--- src/rtl/cpu_pkg.sv ---
// -----------------------------------------------------------------------------
// cpu_pkg
// Shared constants and types for the fetch stage and the memory-side checkers.
//   IM_BASE / IM_DEPTH / RESET_PC : instruction ROM placement and boot PC
//   IM_LAST                       : byte address of the last legal ROM word
//   fetch_state_t                 : fetch sequencer states (RUN, HOLD, FAULT)
//   NOP_WORD                      : word handed to F/D when nothing valid is fetched
// -----------------------------------------------------------------------------
package cpu_pkg;

   localparam logic [31:0] IM_BASE  = 32'h0000_3000;
   localparam int          IM_DEPTH = 4096;
   localparam logic [31:0] RESET_PC = 32'h0000_3000;
   localparam logic [31:0] IM_LAST  = IM_BASE + 32'(4 * IM_DEPTH) - 32'd4;

   localparam logic [31:0] NOP_WORD = 32'h0000_0000;

   typedef enum logic [1:0] {
      RUN   = 2'd0,
      HOLD  = 2'd1,
      FAULT = 2'd2
   } fetch_state_t;

endpackage

--- src/rtl/im_addr_check.sv ---
// -----------------------------------------------------------------------------
// im_addr_check
// Purely combinational word-address checker. Flags an address that is not
// word aligned or falls outside [BASE, LAST]. All compares are unsigned.
// Usable for both the instruction and the data memory windows.
//   addr : byte address under test
//   bad  : 1 when addr is misaligned or out of range
// -----------------------------------------------------------------------------
module im_addr_check #(
   parameter logic [31:0] BASE = 32'h0000_3000,
   parameter logic [31:0] LAST = 32'h0000_6FFC
) (
   input  logic [31:0] addr,
   output logic        bad
);

   assign bad = (addr[1:0] != 2'b00) | (addr < BASE) | (addr > LAST);

endmodule

--- src/rtl/im_fetch_ctrl.sv ---
// -----------------------------------------------------------------------------
// im_fetch_ctrl
// Fetch-stage sequencer for the instruction ROM. Owns the architectural PC,
// drives the ROM address and qualifies the returned word for the F/D register.
//
// Redirect semantics: i_redir_valid is a one-cycle strobe with no ready side.
// It is always accepted in the cycle it is high: applied to the PC at the next
// edge, or, if F is stalled, parked as a pending redirect (latest one wins) and
// applied at the edge where the stall drops. A live redirect beats a pending
// one. Delay-slot word is already in F, so nothing is flushed.
//
// Ports:
//   clk, reset      : clock, synchronous active-high reset
//   i_stall         : hold F, PC does not advance
//   i_redir_valid   : redirect strobe from D
//   i_redir_target  : redirect byte address
//   i_im_instr      : ROM word for o_im_pc (combinational ROM)
//   o_im_pc         : PC register / ROM address
//   o_instr         : fetched word, NOP_WORD unless o_valid
//   o_valid         : o_instr is a legal fetch this cycle
//   o_exc_adel      : current PC misaligned or out of range
//   o_state         : FSM state (fetch_state_t encoding)
// -----------------------------------------------------------------------------
module im_fetch_ctrl #(
   parameter logic [31:0] RESET_PC = cpu_pkg::RESET_PC,
   parameter logic [31:0] IM_BASE  = cpu_pkg::IM_BASE,
   parameter int          IM_DEPTH = cpu_pkg::IM_DEPTH
) (
   input  logic        clk,
   input  logic        reset,
   input  logic        i_stall,
   input  logic        i_redir_valid,
   input  logic [31:0] i_redir_target,
   input  logic [31:0] i_im_instr,
   output logic [31:0] o_im_pc,
   output logic [31:0] o_instr,
   output logic        o_valid,
   output logic        o_exc_adel,
   output logic [1:0]  o_state
);

   import cpu_pkg::*;

   localparam logic [31:0] LAST_PC = IM_BASE + 32'(4 * IM_DEPTH) - 32'd4;

   fetch_state_t state, state_n;
   logic [31:0]  pc, pc_n;
   logic         pend_v, pend_v_n;
   logic [31:0]  pend_tgt, pend_tgt_n;
   logic         bad;

   im_addr_check #(
      .BASE (IM_BASE),
      .LAST (LAST_PC)
   ) u_addr_check (
      .addr (pc),
      .bad  (bad)
   );

   always_ff @(posedge clk) begin
      if (reset) begin
         pc       <= RESET_PC;
         state    <= RUN;
         pend_v   <= 1'b0;
         pend_tgt <= 32'h0;
      end else begin
         pc       <= pc_n;
         state    <= state_n;
         pend_v   <= pend_v_n;
         pend_tgt <= pend_tgt_n;
      end
   end

   always_comb begin
      pc_n       = pc;
      state_n    = state;
      pend_v_n   = pend_v;
      pend_tgt_n = pend_tgt;

      if (state == FAULT) begin
         // Only a redirect leaves FAULT; stall has no effect here.
         if (i_redir_valid) begin
            pc_n     = i_redir_target;
            state_n  = RUN;
            pend_v_n = 1'b0;
         end
      end else if (bad) begin
         // A redirect arriving with the bad PC rescues it instead of faulting.
         pend_v_n = 1'b0;
         if (i_redir_valid) begin
            pc_n    = i_redir_target;
            state_n = RUN;
         end else begin
            state_n = FAULT;
         end
      end else if (i_stall) begin
         state_n = HOLD;
         if (i_redir_valid) begin
            pend_v_n   = 1'b1;
            pend_tgt_n = i_redir_target;
         end
      end else begin
         state_n  = RUN;
         pend_v_n = 1'b0;
         if (i_redir_valid) begin
            pc_n = i_redir_target;
         end else if (pend_v) begin
            pc_n = pend_tgt;
         end else begin
            pc_n = pc + 32'd4;   // wraps modulo 2^32; a wrapped PC then faults
         end
      end
   end

   assign o_im_pc    = pc;
   assign o_exc_adel = bad;
   assign o_valid    = !bad && (state != FAULT);
   assign o_instr    = o_valid ? i_im_instr : NOP_WORD;
   assign o_state    = state;

endmodule

--- config.mk ---
export PLATFORM = sky130hd
export DESIGN_NAME = im_fetch_ctrl
export DESIGN_NICKNAME = d
export VERILOG_FILES = /design/src/rtl/cpu_pkg.sv /design/src/rtl/im_addr_check.sv /design/src/rtl/im_fetch_ctrl.sv
export SDC_FILE = /design/constraint.sdc
export NUM_CORES = 1
export LEC_CHECK = 0
export BUFFER_PORTS_ARGS = -buffer_cell sky130_fd_sc_hd__buf_2
export CORE_ASPECT_RATIO = 2
export CORE_MARGIN = 2
export CORE_UTILIZATION = 55
export DETAILED_ROUTE_END_ITERATION = 8
export GPL_TIMING_DRIVEN = 1
export HOLD_SLACK_MARGIN = 0.1
export PLACE_DENSITY = 0.95
export SYNTH_ARGS = -nofsm -noshare
export SYNTH_HDL_FRONTEND = slang
export SYNTH_HIERARCHICAL = 1
export SYNTH_SLANG_ARGS = --single-unit
--- constraint.sdc ---
create_clock -name clk -period 5.21 [get_ports clk]
set_input_delay 0.521 -clock clk [delete_from_list [all_inputs] [get_ports clk]]
set_output_delay 0.521 -clock clk [all_outputs]
set_load 0.03 [all_outputs]
==> results of run 1 <==
-- sequential cells by signal (all words and copies together) (netlist names) --
| signal | count |
|---|---|
| pend_tgt | 32 |
| o_state | 2 |
| pend_v | 1 |
| o_im_pc | 32 |
-- synth_stat cells, drive strengths merged (3+ instances only) --
cell / n
a22o: 3
nand4: 10
o21ai: 14
or3: 4
clkbuf: 35
a31oi: 4
o22ai: 6
a22oi: 10
nor2: 31
or4: 4
o221ai: 6
mux2: 4
buf: 8
a41oi: 3
o21a: 5
o31ai: 4
nor4: 17
inv: 9
nand2: 99
and3: 42
o211ai: 7
and4: 3
mux2i: 7
a21oi: 57
nand2b: 5
a221oi: 5
a211oi: 7
dfxtp: 67
o32ai: 4
nand3: 19
a32oi: 3
nor3: 8
-- through the flow --
stage | util, % | total power [µW] | hold WS, ns
after floorplan | - | 765 | 0.432
after global placement | 66.1 | 861 | 0.440
after detailed placement | 66.1 | 871 | 0.447
after CTS | 69.7 | 1410 | 0.428
after global routing | 69.7 | 1460 | 0.440
final | 69.7 | 1430 | 0.428
-- routing by layer --
| metal | vias to the layer above | GRT usage (%) |
|---|---|---|
| li1 | 2280 | - |
| met1 | 2374 | 41.8 |
| met4 | 0 | 29.2 |
| met2 | 482 | 64.0 |
| met3 | 128 | 9.73 |
| met5 | - | 0 |
-- cell families (layout without fill, tap and decap cells) --
group / after synthesis / count (layout)
adders and majority gates: 1 / 1
and+or+nand+nor: 251 / 251
xor gates and xnor gates: 3 / 3
muxes: 11 / 11
AOI/OAI and AO/OA: 161 / 161
buffers and inverters: 54 / 170
DFF: 67 / 67
-- worst max-delay path, cell delays in order (launching register included) --
cell,delay [ns]
dfxtp_1,0.41
nor4_1,0.33
and3_1,0.22
nand4_1,0.40
and2b_1,0.44
nand2_1,0.40
buf_4,0.35
nand2_1,0.57
a222oi_1,0.20
o32ai_1,0.30
-- power groups by stage --
stage / logic, µW / registers [µW] / clock network, µW
3_3_place_gp: 283 / 579 / 0
5_1_grt: 317 / 575 / 570
6_report: 301 / 574 / 551
2_1_floorplan: 159 / 606 / 0
3_5_place_dp: 289 / 581 / 0
4_1_cts: 292 / 571 / 549
-- path summary, 6_finish.rpt --
check	slack, ns	startpoint	to
setup reg to reg	1.49	o_im_pc[23]$_SDFFE_PP0N_	o_im_pc[17]$_SDFFE_PP0N_
hold / removal	0.43	i_redir_target[10]	pend_tgt[10]$_SDFFE_PP0P_
setup / recovery	1.49	o_im_pc[23]$_SDFFE_PP0N_	o_im_pc[17]$_SDFFE_PP0N_
hold reg to reg	0.46	pend_tgt[3]$_SDFFE_PP0P_	pend_tgt[3]$_SDFFE_PP0P_
-- final cells by class --
type                       instances  area (µm²)
clock buffer                      12         246
clock inverter                     3        15.0
fill                             556        2180
inverter                          11        41.3
multi-input combinational        427        2530
sequential                        67        1340
tap                               92         115
timing repair buffer             144         743
-- cells in the final DEF, fill, tap and decap left out, types with 7 or more instances in the layout --
cell type	instances
mux2i_1	7
a22oi_1	10
a21oi_1	57
nand2_1	99
nand4_1	9
o21ai_0	11
dfxtp_1	67
buf_2	135
o211ai_1	7
nand3_1	19
buf_4	9
a211oi_1	7
nor3_1	8
inv_1	9
nor2_1	30
clkbuf_16	9
and3_1	42
nor4_1	15
==> results.md, run 1 <==
- Drt total wl: about 16 mm
- Post-synth EDFFs: 0
- Simple-gate portion of the synthesized area: 31.4%
- Reg clk slew, reported paths: 0.05 ns
- Drt pass-1 iters: 6
- Buffers on Ports: around 140
- Max-slew violation count: 0
- Placed Cells: 741
- Non-Filler Instances: 756
- Longest Clk Path Bufs: 2
- Setup CP Type: flop to flop
- Max cap viols: 0
- Synth Area in Adders: 0.307%
- Clk_skew: between 0.009 and 0.01 ns
- RSZ-0062 raised after global routing: no
- First-pass GRT wire length: 24.6 mm
- Largest net degree at the start of global routing: between 60 and 70
- # DRC: 0
- Cell Int Power: between 900 and 1000 µW
- Vias: about 5300
- Worst EP arrival: 3.96 ns
- I/O pin total: between 100 and 150
- Worst slew pin tran: 1.18 ns
- Standard-cell rows: 44
- Pre-CTS setup slack: about 1.8 ns
- Tmin final: about 3.7 ns
- GRT overflow: 0
- Main combinational cell family by area after synthesis: simple AND/OR/NAND/NOR gates
- Critical-path maximum fanout: 17
- Final setup violation count: 0
- Synth Area in XOR/XNOR: less than 1%
- Leak: approximately 0.0022 µW
- Synth Warn #: 6
- CTS tree: yes
- Initial Util: a little under three fifths
- Sw Share: between 30 and 40%
- Post-Syn Nets: 617
- Average wire per standard cell: between 20 and 25 µm
- Total track usage: between 30% and 40%
- Inserted Diodes: 0
- Slew headroom: between 20% and 30%
- Power Density: 284 mW/mm²
- Setup Buffers After CTS: 0
- Complex-gate fraction of the synthesized area: a little over a quarter
- Layout cells sized above 1: between 20 and 30%
- Met3 wire len: between 1.5 and 2 mm
- Fin crit share: 71.3%
- Top sig layer: met4
- Distinct cells, synth: 67
- Placed cell areas: 0.00477 mm²
- Setup ws final: approximately 1.5 ns
- Die H: around 130 µm
- Met2 routed WL: roughly 7.7 mm
- Synth area leaders: dfxtp_1 33%, nand2_1 9.1%, a21oi_1 7.0%, and3_1 6.4%, clkbuf_1 3.2%
- Initial antenna violation count: 0
- TritonCTS Buffers: 9
- Worst VDD drop: about 0.23 mV
- CTS resizes: 0
- Sequential power share: around two fifths
- Crit path required time: 5.46 ns
- Area Growth Syn to Fin: 23.3%
- Status: finished clean
- Worst hold stages: 3
- Core Area: 0.00721 mm²
- Yosys top cell by area: dfxtp_1
- Clk root buf: clkbuf_16
- Post-CTS Hold Buffers: 0
- Final #Nets: ~730
- Launching element type of the critical path: flop
- Post-DRT Antenna Nets: 0
- DP HPWL: roughly 11 mm
- Clk_lat worst skew: between 0.3 and 0.4 ns
- Die Footprint: 0.00816 mm²
- Ys async rst share: 0%
- Syn Area/Cell: 7.44 µm²
- Die X: 64.9 µm
- Number of global-route vias before repair: roughly 4900
- Average vias per placed instance: 6.96
- Ys flop type: dfxtp_1
- Achievable frequency: 269 MHz
- H-tree Lvls: 3
- Clk pwr share: between 30% and 40%
- Post-synthesis sequential area ratio: about a third
- CTS Sinks: 67
- Combinational power share: between 20% and 30%
- Post-synthesis mux area share: ~2.8%
- R2R depth: 9
- 1st-iter DRT viols: approximately 760
- Met1 wire length: roughly 5.0 mm
- Final Hold Fails: 0
- Worst hold-check path type: primary input to flop
- Cells after Synth: roughly 550
- Switching pwr: 463 µW
- Synthesized cell area: 0.00408 mm²
- Post-route cell area: 0.00503 mm²
- RePlAce Congestion: around 1.0
- Setup tns final: 0 ns
- FF+latch count, synth: 67
- Crit end category: flop
- Share of the synthesized area in the top cell type: about a third
No activity file was read; power rests on OpenSTA's default activity.
==> run 2, diff against run 1 <==
Settings changed: CORE_UTILIZATION 55 to 51, PLACE_DENSITY 0.95 to 0.9.
Clock period 5.21 ns to 3.61 ns, I/O delays scaled along.
==> run 2 against run 1 <==
Compared with the run above: final cell count is 0.93% higher; wire length decreased by 3.9%; largest power group is now the clock network; worst setup slack lost 1.3 ns; worst hold slack got worse by 0.16 ns.
==> results.md, run 2 (same netlist as run 1, synthesis figures left out) <==
- Status: finished clean
- Fin crit share: between 90 and 100%
- Slew headroom: around 40%
- Core Area: between 0.007 and 0.008 mm²
- Layout cells sized above 1: about a quarter
- Final Hold Fails: 0
- Largest net degree at the start of global routing: 42
- Total track usage: a little over a third
- Setup CP Type: flop to flop
- Crit end category: flop
- Area Growth Syn to Fin: 24.6%
- Initial Util: between 50 and 60%
- 1st-iter DRT viols: around 1100
- Multi-input logic area: 0.00253 mm²
- Sequential Area: between 0.001 and 0.0015 mm²
- Crit-path slowest cell: nand3_1
- CP max stage delay: 0.65 ns
- Final total power: roughly 2100 µW
- Non-Filler Instances: about 760
- Setup tns final: 0 ns
- Placed Cells: around 750
- Vias: between 5000 and 6000
- Setup Buffers After CTS: 0
- Most common cell after layout, fill and taps aside: buf_2
- Crit path required time: between 3 and 4 ns
- Inserted Diodes: 0
- Average vias per placed instance: roughly 6.7
- FILL cells: ~700
- Worst EP arrival: around 3.6 ns
- Standard-cell rows: 46
- Max cap viols: 0
- Number of global-route vias before repair: roughly 4600
- Final setup violation count: 0
- Critical-path maximum fanout: 17
- Post-CTS Hold Buffers: 0
- Crit path cell chain: nor4_1 -> and3_1 -> nand4_1 -> and2b_1 -> nand3_1 -> buf_4 -> nand2_1 -> a21oi_1
- Worst slew pin tran: around 0.9 ns
- Clk_lat worst skew: 0.34 ns
- H-tree Lvls: 3
- Longest Clk Path Bufs: 2
- Post-DRT Antenna Nets: 0
- First-pass GRT wire length: roughly 24 mm
- Achievable frequency: roughly 300 MHz
- I/O pin total: between 100 and 150
- RePlAce Congestion: around 0.97
- Launching element type of the critical path: flop
- # DRC: 0
- Post-route cell area: just over 0.005 mm²
- Drt pass-1 iters: 9
- Die X: about 67 µm
- GRT overflow: 0
- Worst VDD drop: ~0.48 mV
- CTS Sinks: between 60 and 70
- Drt total wl: around 15 mm
- Reg clk slew, reported paths: approximately 0.060 ns
- Final #Nets: between 700 and 800
- Placed cell areas: between 0.004 and 0.005 mm²
- Clk root buf: clkbuf_16
- CTS tree: yes
- DP HPWL: roughly 10 mm
- CTS resizes: 0
- Commonest cells after routing, fill and taps aside: 135 x buf_2, 99 x nand2_1, 67 x dfxtp_1
- Worst hold-check path type: primary input to flop
- Die Footprint: 0.00877 mm²
- Clk_skew: 0.00517 ns
- Die H: ~130 µm
- Average wire per standard cell: 20.1 µm
- Power Density: 422 mW/mm²
- RSZ-0062 raised after global routing: no
- Tmin final: 3.39 ns
- TritonCTS Buffers: 9
- Initial antenna violation count: 0
- Buffers on Ports: about 140
- Max-slew violation count: 0
- Leak: 0.00224 µW
[run 2: critical path, delay by kind of cell (launching register included)]
| kind | cells | cell delay (ns) |
|---|---|---|
| flops | 1 | 0.37 |
| simple gates | 6 | 2.31 |
| buf+inv | 1 | 0.48 |
| compound gates | 1 | 0.06 |
[run 2: routing by layer]
layer / GRT usage, % / wire length, µm
met5: 0 / 0
met4: 21.6 / 831
met3: 8.05 / 1900
met2: 51.0 / 7050
met1: 46.0 / 5550
[run 2: worst paths after layout]
path	slack [ns]	end	start	cells past startpoint
max reg2reg	0.22	pend_tgt[9]$_SDFFE_PP0P_	o_im_pc[29]$_SDFFE_PP0N_	8
max	0.22	pend_tgt[9]$_SDFFE_PP0P_	o_im_pc[29]$_SDFFE_PP0N_	8
min	0.27	pend_tgt[10]$_SDFFE_PP0P_	i_redir_target[10]	3
min reg2reg	0.46	pend_tgt[28]$_SDFFE_PP0P_	pend_tgt[28]$_SDFFE_PP0P_	2
[run 2: where the power goes]
part | leakage [µW] | switching, µW | internal (µW)
logic | 0.00155 | 289 | 144
clock network | 0.000145 | 336 | 550
registers | 0.000545 | 56.7 | 772
[run 2: metrics by stage]
| step | utilization, % | hold WS (ns) | setup WS, ns |
|---|---|---|---|
| floorplan | - | 0.432 | 0.781 |
| global placement | 61.2 | 0.440 | 0.638 |
| detailed placement | 61.2 | 0.448 | 0.506 |
| CTS | 64.9 | 0.274 | 0.431 |
| global route | 64.9 | 0.279 | 0.220 |
| finish | 64.9 | 0.271 | 0.224 |
[run 2: cell type report]
cell class,instances,area share [%]
Tap cell,96,2.36
Sequential cell,67,26.4
Timing Repair Buffer,146,14.9
Clock inverter,5,1.03
Inverter,11,0.812
Clock buffer,11,4.78
Multi-Input combinational cell,427,49.7
